`src/rtl/rf_wb_arbiter.sv`:
```
// ---------------------------------------------------------------------------
// rf_wb_arbiter
//
// Purpose:
//   Shares the single register-file write port between NREQ writeback
//   sources (ALU, LSU load return, CSR/MUL-DIV, ...). A round-robin search
//   picks one valid source per cycle and accepts it through a valid/ready
//   handshake. The winning write is registered, so the register file sees a
//   clean write pulse one cycle after acceptance.
//
// Parameters:
//   NREQ          number of writeback sources, legal range 2..4
//
// Ports:
//   clk            clock
//   reset          synchronous, active-high reset
//   req_valid_i    per-source write request valid            [NREQ]
//   req_idx_i      per-source destination index, source i at [5i+4:5i]
//   req_wdata_i    per-source write data, source i at slice i [NREQ*XLEN]
//   req_ready_o    per-source accept, one-hot or zero (combinational)
//   stall_i        blocks all acceptance this cycle
//   rd_en_o        register-file write enable (never set for x0)
//   rd_idx_o       register-file write index
//   rd_wdata_o     register-file write data
//   gnt_id_o       source number of the write currently on rd_*
//
// Optional feature (macro RF_WB_PERF_EN):
//   conflict_cnt_o saturating count of unstalled cycles with two or more
//                  requests valid
//   stall_cnt_o    saturating count of stalled cycles with any request valid
//
// XLEN normally comes from defines.v; a 32-bit fallback is provided so the
// block also builds stand-alone.
// ---------------------------------------------------------------------------

`ifndef XLEN
`define XLEN 32
`endif

module rf_wb_arbiter #(
  parameter int NREQ = 3
) (
  input  logic                   clk,
  input  logic                   reset,
  input  logic [NREQ-1:0]        req_valid_i,
  input  logic [NREQ*5-1:0]      req_idx_i,
  input  logic [NREQ*`XLEN-1:0]  req_wdata_i,
  output logic [NREQ-1:0]        req_ready_o,
  input  logic                   stall_i,
  output logic                   rd_en_o,
  output logic [4:0]             rd_idx_o,
  output logic [`XLEN-1:0]       rd_wdata_o,
  output logic [1:0]             gnt_id_o
`ifdef RF_WB_PERF_EN
  ,
  output logic [31:0]            conflict_cnt_o,
  output logic [31:0]            stall_cnt_o
`endif
);

  // Source numbers are at most 3, so a 2-bit id suffices; sums of an id and
  // an offset are formed in 3 bits before wrapping back into range.
  localparam logic [2:0] NREQ_W = 3'(NREQ);

  // Wrap a 3-bit sum (at most 6) back into 0..NREQ-1. One subtraction is
  // enough because both operands are already below NREQ.
  function automatic logic [1:0] wrapId(input logic [2:0] v);
    if (v >= NREQ_W) begin
      wrapId = 2'(v - NREQ_W);
    end else begin
      wrapId = v[1:0];
    end
  endfunction

  // -------------------------------------------------------------------------
  // State
  // -------------------------------------------------------------------------
  logic [1:0]        rr_ptr_q,   rr_ptr_d;
  logic              rd_en_q,    rd_en_d;
  logic [4:0]        rd_idx_q,   rd_idx_d;
  logic [`XLEN-1:0]  rd_wdata_q, rd_wdata_d;
  logic [1:0]        gnt_id_q,   gnt_id_d;

  // -------------------------------------------------------------------------
  // Round-robin search
  // -------------------------------------------------------------------------
  logic       win_found;
  logic [1:0] win_id;
  logic [1:0] cand;
  logic       cand_valid;

  // Walk the sources starting at rr_ptr and take the first valid one. The
  // candidate's valid bit is picked by comparing against every constant
  // source number so that no index ever has to be narrower than the id.
  always_comb begin
    win_found  = 1'b0;
    win_id     = '0;
    cand       = '0;
    cand_valid = 1'b0;
    for (int k = 0; k < NREQ; k++) begin
      cand       = wrapId({1'b0, rr_ptr_q} + 3'(k));
      cand_valid = 1'b0;
      for (int j = 0; j < NREQ; j++) begin
        if (cand == 2'(j)) begin
          cand_valid = req_valid_i[j];
        end
      end
      if (!win_found && cand_valid) begin
        win_found = 1'b1;
        win_id    = cand;
      end
    end
  end

  // A winner only becomes a transfer when nothing blocks acceptance. Ready
  // is asserted only for a valid winner, so ready alone marks a transfer.
  logic xfer;
  assign xfer = win_found && !stall_i && !reset;

  always_comb begin
    req_ready_o = '0;
    for (int j = 0; j < NREQ; j++) begin
      req_ready_o[j] = xfer && (win_id == 2'(j));
    end
  end

  // -------------------------------------------------------------------------
  // Winner payload select
  // -------------------------------------------------------------------------
  logic [4:0]       sel_idx;
  logic [`XLEN-1:0] sel_wdata;

  always_comb begin
    sel_idx   = '0;
    sel_wdata = '0;
    for (int j = 0; j < NREQ; j++) begin
      if (win_id == 2'(j)) begin
        sel_idx   = req_idx_i[j*5 +: 5];
        sel_wdata = req_wdata_i[j*`XLEN +: `XLEN];
      end
    end
  end

  // -------------------------------------------------------------------------
  // Output stage and pointer next state
  // -------------------------------------------------------------------------
  // A write to x0 is still consumed from its source but never raises the
  // enable. Without a transfer the enable drops and the payload and grant id
  // keep showing the last accepted write.
  always_comb begin
    rd_en_d    = 1'b0;
    rd_idx_d   = rd_idx_q;
    rd_wdata_d = rd_wdata_q;
    gnt_id_d   = gnt_id_q;
    rr_ptr_d   = rr_ptr_q;
    if (xfer) begin
      rd_en_d    = (sel_idx != 5'd0);
      rd_idx_d   = sel_idx;
      rd_wdata_d = sel_wdata;
      gnt_id_d   = win_id;
      rr_ptr_d   = wrapId({1'b0, win_id} + 3'd1);
    end
  end

  // Reset throws away any write sitting in the output stage.
  always_ff @(posedge clk) begin
    if (reset) begin
      rr_ptr_q   <= '0;
      rd_en_q    <= 1'b0;
      rd_idx_q   <= '0;
      rd_wdata_q <= '0;
      gnt_id_q   <= '0;
    end else begin
      rr_ptr_q   <= rr_ptr_d;
      rd_en_q    <= rd_en_d;
      rd_idx_q   <= rd_idx_d;
      rd_wdata_q <= rd_wdata_d;
      gnt_id_q   <= gnt_id_d;
    end
  end

  assign rd_en_o    = rd_en_q;
  assign rd_idx_o   = rd_idx_q;
  assign rd_wdata_o = rd_wdata_q;
  assign gnt_id_o   = gnt_id_q;

`ifdef RF_WB_PERF_EN
  // -------------------------------------------------------------------------
  // Performance counters
  // -------------------------------------------------------------------------
  logic [31:0] conflict_cnt_q, conflict_cnt_d;
  logic [31:0] stall_cnt_q,    stall_cnt_d;
  logic        multi_valid;
  logic        any_valid;

  assign multi_valid = ($countones(req_valid_i) >= 2);
  assign any_valid   = |req_valid_i;

  // Both counters stick at all-ones instead of wrapping.
  always_comb begin
    conflict_cnt_d = conflict_cnt_q;
    stall_cnt_d    = stall_cnt_q;
    if (multi_valid && !stall_i && (conflict_cnt_q != 32'hFFFF_FFFF)) begin
      conflict_cnt_d = conflict_cnt_q + 32'd1;
    end
    if (stall_i && any_valid && (stall_cnt_q != 32'hFFFF_FFFF)) begin
      stall_cnt_d = stall_cnt_q + 32'd1;
    end
  end

  always_ff @(posedge clk) begin
    if (reset) begin
      conflict_cnt_q <= '0;
      stall_cnt_q    <= '0;
    end else begin
      conflict_cnt_q <= conflict_cnt_d;
      stall_cnt_q    <= stall_cnt_d;
    end
  end

  assign conflict_cnt_o = conflict_cnt_q;
  assign stall_cnt_o    = stall_cnt_q;
`endif

endmodule

```
`config.mk`:
```
export PLATFORM = sky130hd
export DESIGN_NAME = rf_wb_arbiter
export DESIGN_NICKNAME = d
export VERILOG_FILES = /design/src/rtl/rf_wb_arbiter.sv
export SDC_FILE = /design/constraint.sdc
export NUM_CORES = 1
export LEC_CHECK = 0
export ABC_AREA = 1
export CORE_UTILIZATION = 35
export DETAILED_ROUTE_END_ITERATION = 7
export PLACE_DENSITY = 0.76
export SYNTH_ARGS = -nofsm -noshare
export SYNTH_HDL_FRONTEND = slang
export SYNTH_SLANG_ARGS = --single-unit
```
`constraint.sdc`:
```
create_clock -name clk -period 2.5 [get_ports clk]
set_input_delay 0.25 -clock clk [delete_from_list [all_inputs] [get_ports clk]]
set_output_delay 0.25 -clock clk [all_outputs]
set_load 0.005 [all_outputs]
```
# Word-level counts from Yosys, hierarchy flattened
# Cells that the tools add are included.
# totals
out_inout_bits,43
wordCells,67
reg_bits,42
# classes
bitwise_logic,1
mux,25
addsub,7
n_reduce_logical,17
order_cmp,4
n_eq_ne,8
# ops
op,count
32-bit two-way mux,3
5-bit two-way mux,3
2-bit two-way mux,7
1-bit two-way mux,12
3-bit by 2-bit greater-or-equal comparator with 1-bit output (second input constant),3
2-bit by 1-bit equality test with 1-bit output (second input constant),4
2-bit equality test (second input constant),4
2-bit zero test,4
2-bit subtractor (second input constant),4
1-bit logical AND,7
2-bit by 1-bit adder with 3-bit output (second input constant),2
5-bit nonzero test,1
1-bit zero test,4
2-bit by 2-bit adder with 3-bit output (second input constant),1
2-bit greater-or-equal comparator (second input constant),1
2-bit OR reduction,1
1-bit NOT,1

# Depth between registers and ports, before layout
# logic_depth
depth_word,18
ltp_mapped,20
ltp_nobuf,18

# Worst setup path before layout
# OpenSTA, ideal clock, no wires.
# synth_path
path_type,register to register
start,register rr_ptr_q[0]
end,"register rd_wdata_q[20], in the netlist rd_wdata_o[20]"
path_buffers,2
stages_incl_launch_ff,19
t_required_ns,2.444
period_less_slack_ns,2.508
setup_slack_ns,-0.008
t_arrival_ns,2.452
path_cell_list,dfxtp_1 -> inv_1 -> ha_1 -> a21oi_1 -> nor2_2 -> nor2_4 -> nand4_1 -> nand2_1 -> inv_1 -> ha_1 -> clkbuf_1 -> inv_2 -> clkbuf_1 -> nand3_1 -> nand2_1 -> o211ai_1 -> nand2_1 -> nand2_1 -> inv_1
# synth_via
elab_chain_cells,17
# synth_rtl
element,line,text
"start, declared",78,"logic [1:0] rr_ptr_q, rr_ptr_d;"
"start signal, assigned",174,rr_ptr_q <= rr_ptr_d;
"parallel branches: the longest is 12 deep, another holds 2-bit by 1-bit adder with 3-bit output",--,
2-bit two-way mux *,108,if (!win_found && cand_valid) begin
via win_id[1],88,logic [1:0] win_id;
2-bit zero test,137,if (win_id == 2'(j)) begin
32-bit two-way mux (2 in series),137,
32-bit two-way mux *,137,
"end signal, assigned",177,rd_wdata_q <= rd_wdata_d;
"end, declared",81,"logic [`XLEN-1:0] rd_wdata_q, rd_wdata_d;"
# Mark *: on every way through the listed nets, which the timed path passes.
# A chain may end at the register's enable or synchronous reset.

# Worst setup path in the final report
# layout_path
start,register rr_ptr_q[0]
end,"register rd_idx_q[3], in the netlist rd_idx_o[3]"
# layout_via
elab_chain_cells,17
# layout_rtl
element,line,text
"parallel branches: the longest is 12 deep, another holds 2-bit by 1-bit adder with 3-bit output",--,
2-bit two-way mux *,108,
via win_id[1],88,
2-bit zero test,137,
5-bit two-way mux (2 in series),137,
5-bit two-way mux *,137,
"end signal, assigned",176,rd_idx_q <= rd_idx_d;
"end, declared",80,"logic [4:0] rd_idx_q, rd_idx_d;"
# Marked as above.

==> flow_metrics.env <==
export IMPL_die_h_um=92.0
export IMPL_finClkSkew_ns=0.00435
export IMPL_timing_rr_end="rd_idx_o[3]"
export IMPL_clock_path_buffers=2
export IMPL_grt_max_degree=43
export IMPL_p_per_area_nw_per_um2=1100
export IMPL_postRouteWirelength_um=9550
export IMPL_synth_avg_cell_area_um2=6.86
export IMPL_slew_headroom=0.623
export IMPL_max_freq_ghz=0.408
export IMPL_gr_total_overflow=0
export IMPL_tightest_slew_ns=0.565
export IMPL_die_x_um=92.0
export IMPL_nNetsFinal=702
export IMPL_yosys_area_top_type="dfxtp_1"
export IMPL_timing_final_crit_share=0.981
export IMPL_grt_antenna_before_repair=0
export IMPL_core_region_area_um2=7770
export IMPL_synthCells=413
export IMPL_cts_htree_levels=2
export IMPL_cts_tree="built"
export IMPL_crit_path_end_kind="register"
export IMPL_synth_cell_area_um2=2830
export IMPL_final_util=0.632
export IMPL_hp_class="register to register"
export IMPL_endpoint="rd_idx_o[3]"
export IMPL_cts_root_buf="clkbuf_8"
export IMPL_ys_seq_area_frac=0.297
export IMPL_synth_seq_cells=42
export IMPL_finalCriticalPeriod_ns=2.45
export IMPL_hold_violations=0
export IMPL_globalRouteTotalUtil=0.220
export IMPL_clkTransAtPathRegs_ns=0.07
export IMPL_yosysUniqueCellTypes=29
export IMPL_start_util=0.365
export IMPL_setup_viol=0
export IMPL_wire_per_inst_um=14.0
export IMPL_synth_top_area_frac=0.297
export IMPL_synth_nets=537
export IMPL_dr_pass1_iters=4
export IMPL_final_layout_size_suffix_gt1_frac=0.206
export IMPL_gp_congestion=0.830
export IMPL_slew_violations=0
export IMPL_final_cell_mix="156 x clkdlybuf4s50_1, 82 x nand2_1, 59 x a21oi_1, 53 x nand3_1, 40 x dfxtp_1"
export IMPL_pin_count=160
export IMPL_die_area_um2=8460
export IMPL_diodes=0
export IMPL_r2r_start="rr_ptr_q[0]"
export IMPL_start_kind="register"
export IMPL_cts_num_sinks=42
export IMPL_min_path_cells=2
export IMPL_postPlaceCellArea_um2=4560
export IMPL_status="completed"
export IMPL_reg2reg_depth=17
export IMPL_syn2layout_area_growth_pct=73.4
export IMPL_ant_nets=0
export IMPL_ys_warnings_count=0
export IMPL_fillers=695
export IMPL_clk_latency_ns=0.29
export IMPL_grt_pass1_wl_um=14900
export IMPL_grt_pass1_vias=3258
export IMPL_required_ns=2.72
export IMPL_port_buffers=159
export IMPL_cp_max_fo=19
export IMPL_vias=3414
export IMPL_synthTopCellsByArea="dfxtp_1 30%, nand2_1 12%, a21oi_1 11%, nand3_1 9.5%, nand3_2 7.8%"
export IMPL_arrival_ns=2.68
export IMPL_final_area_um2=4910
export IMPL_cts_hold_buffers=0
export IMPL_r2r_slack_ns=0.05
export IMPL_hpwl_um=7040
export IMPL_layout_commonest_cell="clkdlybuf4s50_1"
export IMPL_cts_buffers=5
export IMPL_num_rows=32
export IMPL_drt_iter0_drc=76
export IMPL_critPathKind="register to register"
export IMPL_irDropWorstVdd_mv=0.619
export IMPL_p_leak_nw=2.08
export IMPL_drc=0
export IMPL_viasPerCell=5.01
export IMPL_rsz0062_at_grt="true"
export IMPL_maxCapViolCount=0
export IMPL_crit_start="rr_ptr_q[0]"
[synth_stat cells]
| master | count |
|---|---|
| nand2_1 | 88 |
| a21oi_1 | 62 |
| nand3_1 | 54 |
| dfxtp_1 | 42 |
| nor2_1 | 35 |
| inv_1 | 22 |
| nand3_2 | 22 |
| nand2_2 | 18 |
| clkbuf_1 | 13 |
| buf_2 | 11 |
| ha_1 | 7 |
| o211ai_1 | 5 |
| o21ai_1 | 5 |
| buf_12 | 4 |
| o22ai_1 | 4 |
| inv_2 | 3 |
| buf_1 | 2 |
| nand2_4 | 2 |
| nand4_1 | 2 |
| nor2_4 | 2 |
| o21ai_0 | 2 |
| buf_6 | 1 |
| buf_8 | 1 |
| bufinv_8 | 1 |
| clkinv_1 | 1 |
| nand3_4 | 1 |
| nor2_2 | 1 |
| o21ai_2 | 1 |
| o2bb2ai_1 | 1 |
[critical path, cell delays in order (launching register included)]
cell and delay (ns):
dfxtp_2 0.36, inv_4 0.05, ha_4 0.31, nand2_2 0.06
nand2_2 0.07, nor2_2 0.05, nor2_4 0.13, nand4_1 0.13
nand2_2 0.16, inv_4 0.07, ha_4 0.18, inv_4 0.06
buf_8 0.16, nand3_1 0.11, o2bb2ai_2 0.14, buf_4 0.13
buf_4 0.11, o21ai_1 0.11
[per-layer routing]
metal,GRT usage,share of wire,vias up
met5,0,0,-
met4,0.0742,0.022,0
met3,0.0572,0.065,16
met2,0.401,0.52,131
met1,0.247,0.39,1578
li1,-,-,1689
[flip-flops by register name, summed over array words and instances (netlist names)]
| name | count |
|---|---|
| rd_wdata_o | 32 |
| rd_idx_o | 5 |
| rd_en_o | 1 |
| rr_ptr_q | 2 |
| gnt_id_o | 2 |
[area by class of cell]
| type | instances | area [um2] | area share |
|---|---|---|---|
| Inverter | 27 | 125 | 0.0255 |
| Tap cell | 102 | 128 | 0.0260 |
| Multi-Input combinational cell | 312 | 1800 | 0.366 |
| Clock buffer | 7 | 86.3 | 0.0176 |
| Sequential cell | 42 | 846 | 0.172 |
| Clock inverter | 1 | 5.00 | 0.00102 |
| Timing Repair Buffer | 190 | 1920 | 0.392 |
[cell families (layout without fill, tap and decap cells)]
kind of cell,Yosys count,count (layout),share of synthesized area
fa+ha+maj,7,7,0.0309
compound gates,80,80,0.150
simple gates,225,225,0.405
flops,42,42,0.297
buf+inv,59,225,0.117
[worst min-delay path by stage]
stage                              start        endpoint  slack, ns
after global routing      rd_wdata_o[25]  rd_wdata_o[25]       0.48
after floorplan           rd_wdata_o[11]  rd_wdata_o[11]       0.46
after CTS                 rd_wdata_o[11]  rd_wdata_o[11]       0.47
after global placement    rd_wdata_o[21]  rd_wdata_o[21]       0.45
after detailed placement  rd_wdata_o[11]  rd_wdata_o[11]       0.46
final                     rd_wdata_o[11]  rd_wdata_o[11]       0.46
[power by group]
group | switching [mW] | internal [mW] | leakage (nW)
Clock | 0.224 | 0.223 | 0.0482
Sequential | 0.0909 | 0.828 | 0.345
Combinational | 2.15 | 1.90 | 1.68
Total | 2.46 | 2.95 | 2.08
[per-stage QoR]
step / power, mW / setup slack (ns) / setup TNS, ns / hold slack, ns / instances
after floorplan: 3.13 / 0.00249 / 0 / 0.458 / 413
after global placement: 4.30 / -0.00872 / -0.0140 / 0.451 / 667
after detailed placement: 4.41 / -0.122 / -1.32 / 0.456 / 667
after CTS: 5.04 / -0.0631 / -0.0631 / 0.468 / 677
after global routing: 5.85 / -0.0645 / -0.299 / 0.483 / 681
final: 5.42 / 0.0473 / 0 / 0.463 / 681
[what timing repair did]
item | 4_1_cts | 5_1_grt
pin swaps | 7 | 17
hold endpoints to repair | 0 | 0
setup endpoints to repair | 12 | 39
setup buffers | 2 | 4
gates resized for setup | 31 | 32
gates cloned | 0 | 0
Note: power is estimated with default switching activity, not from simulation.
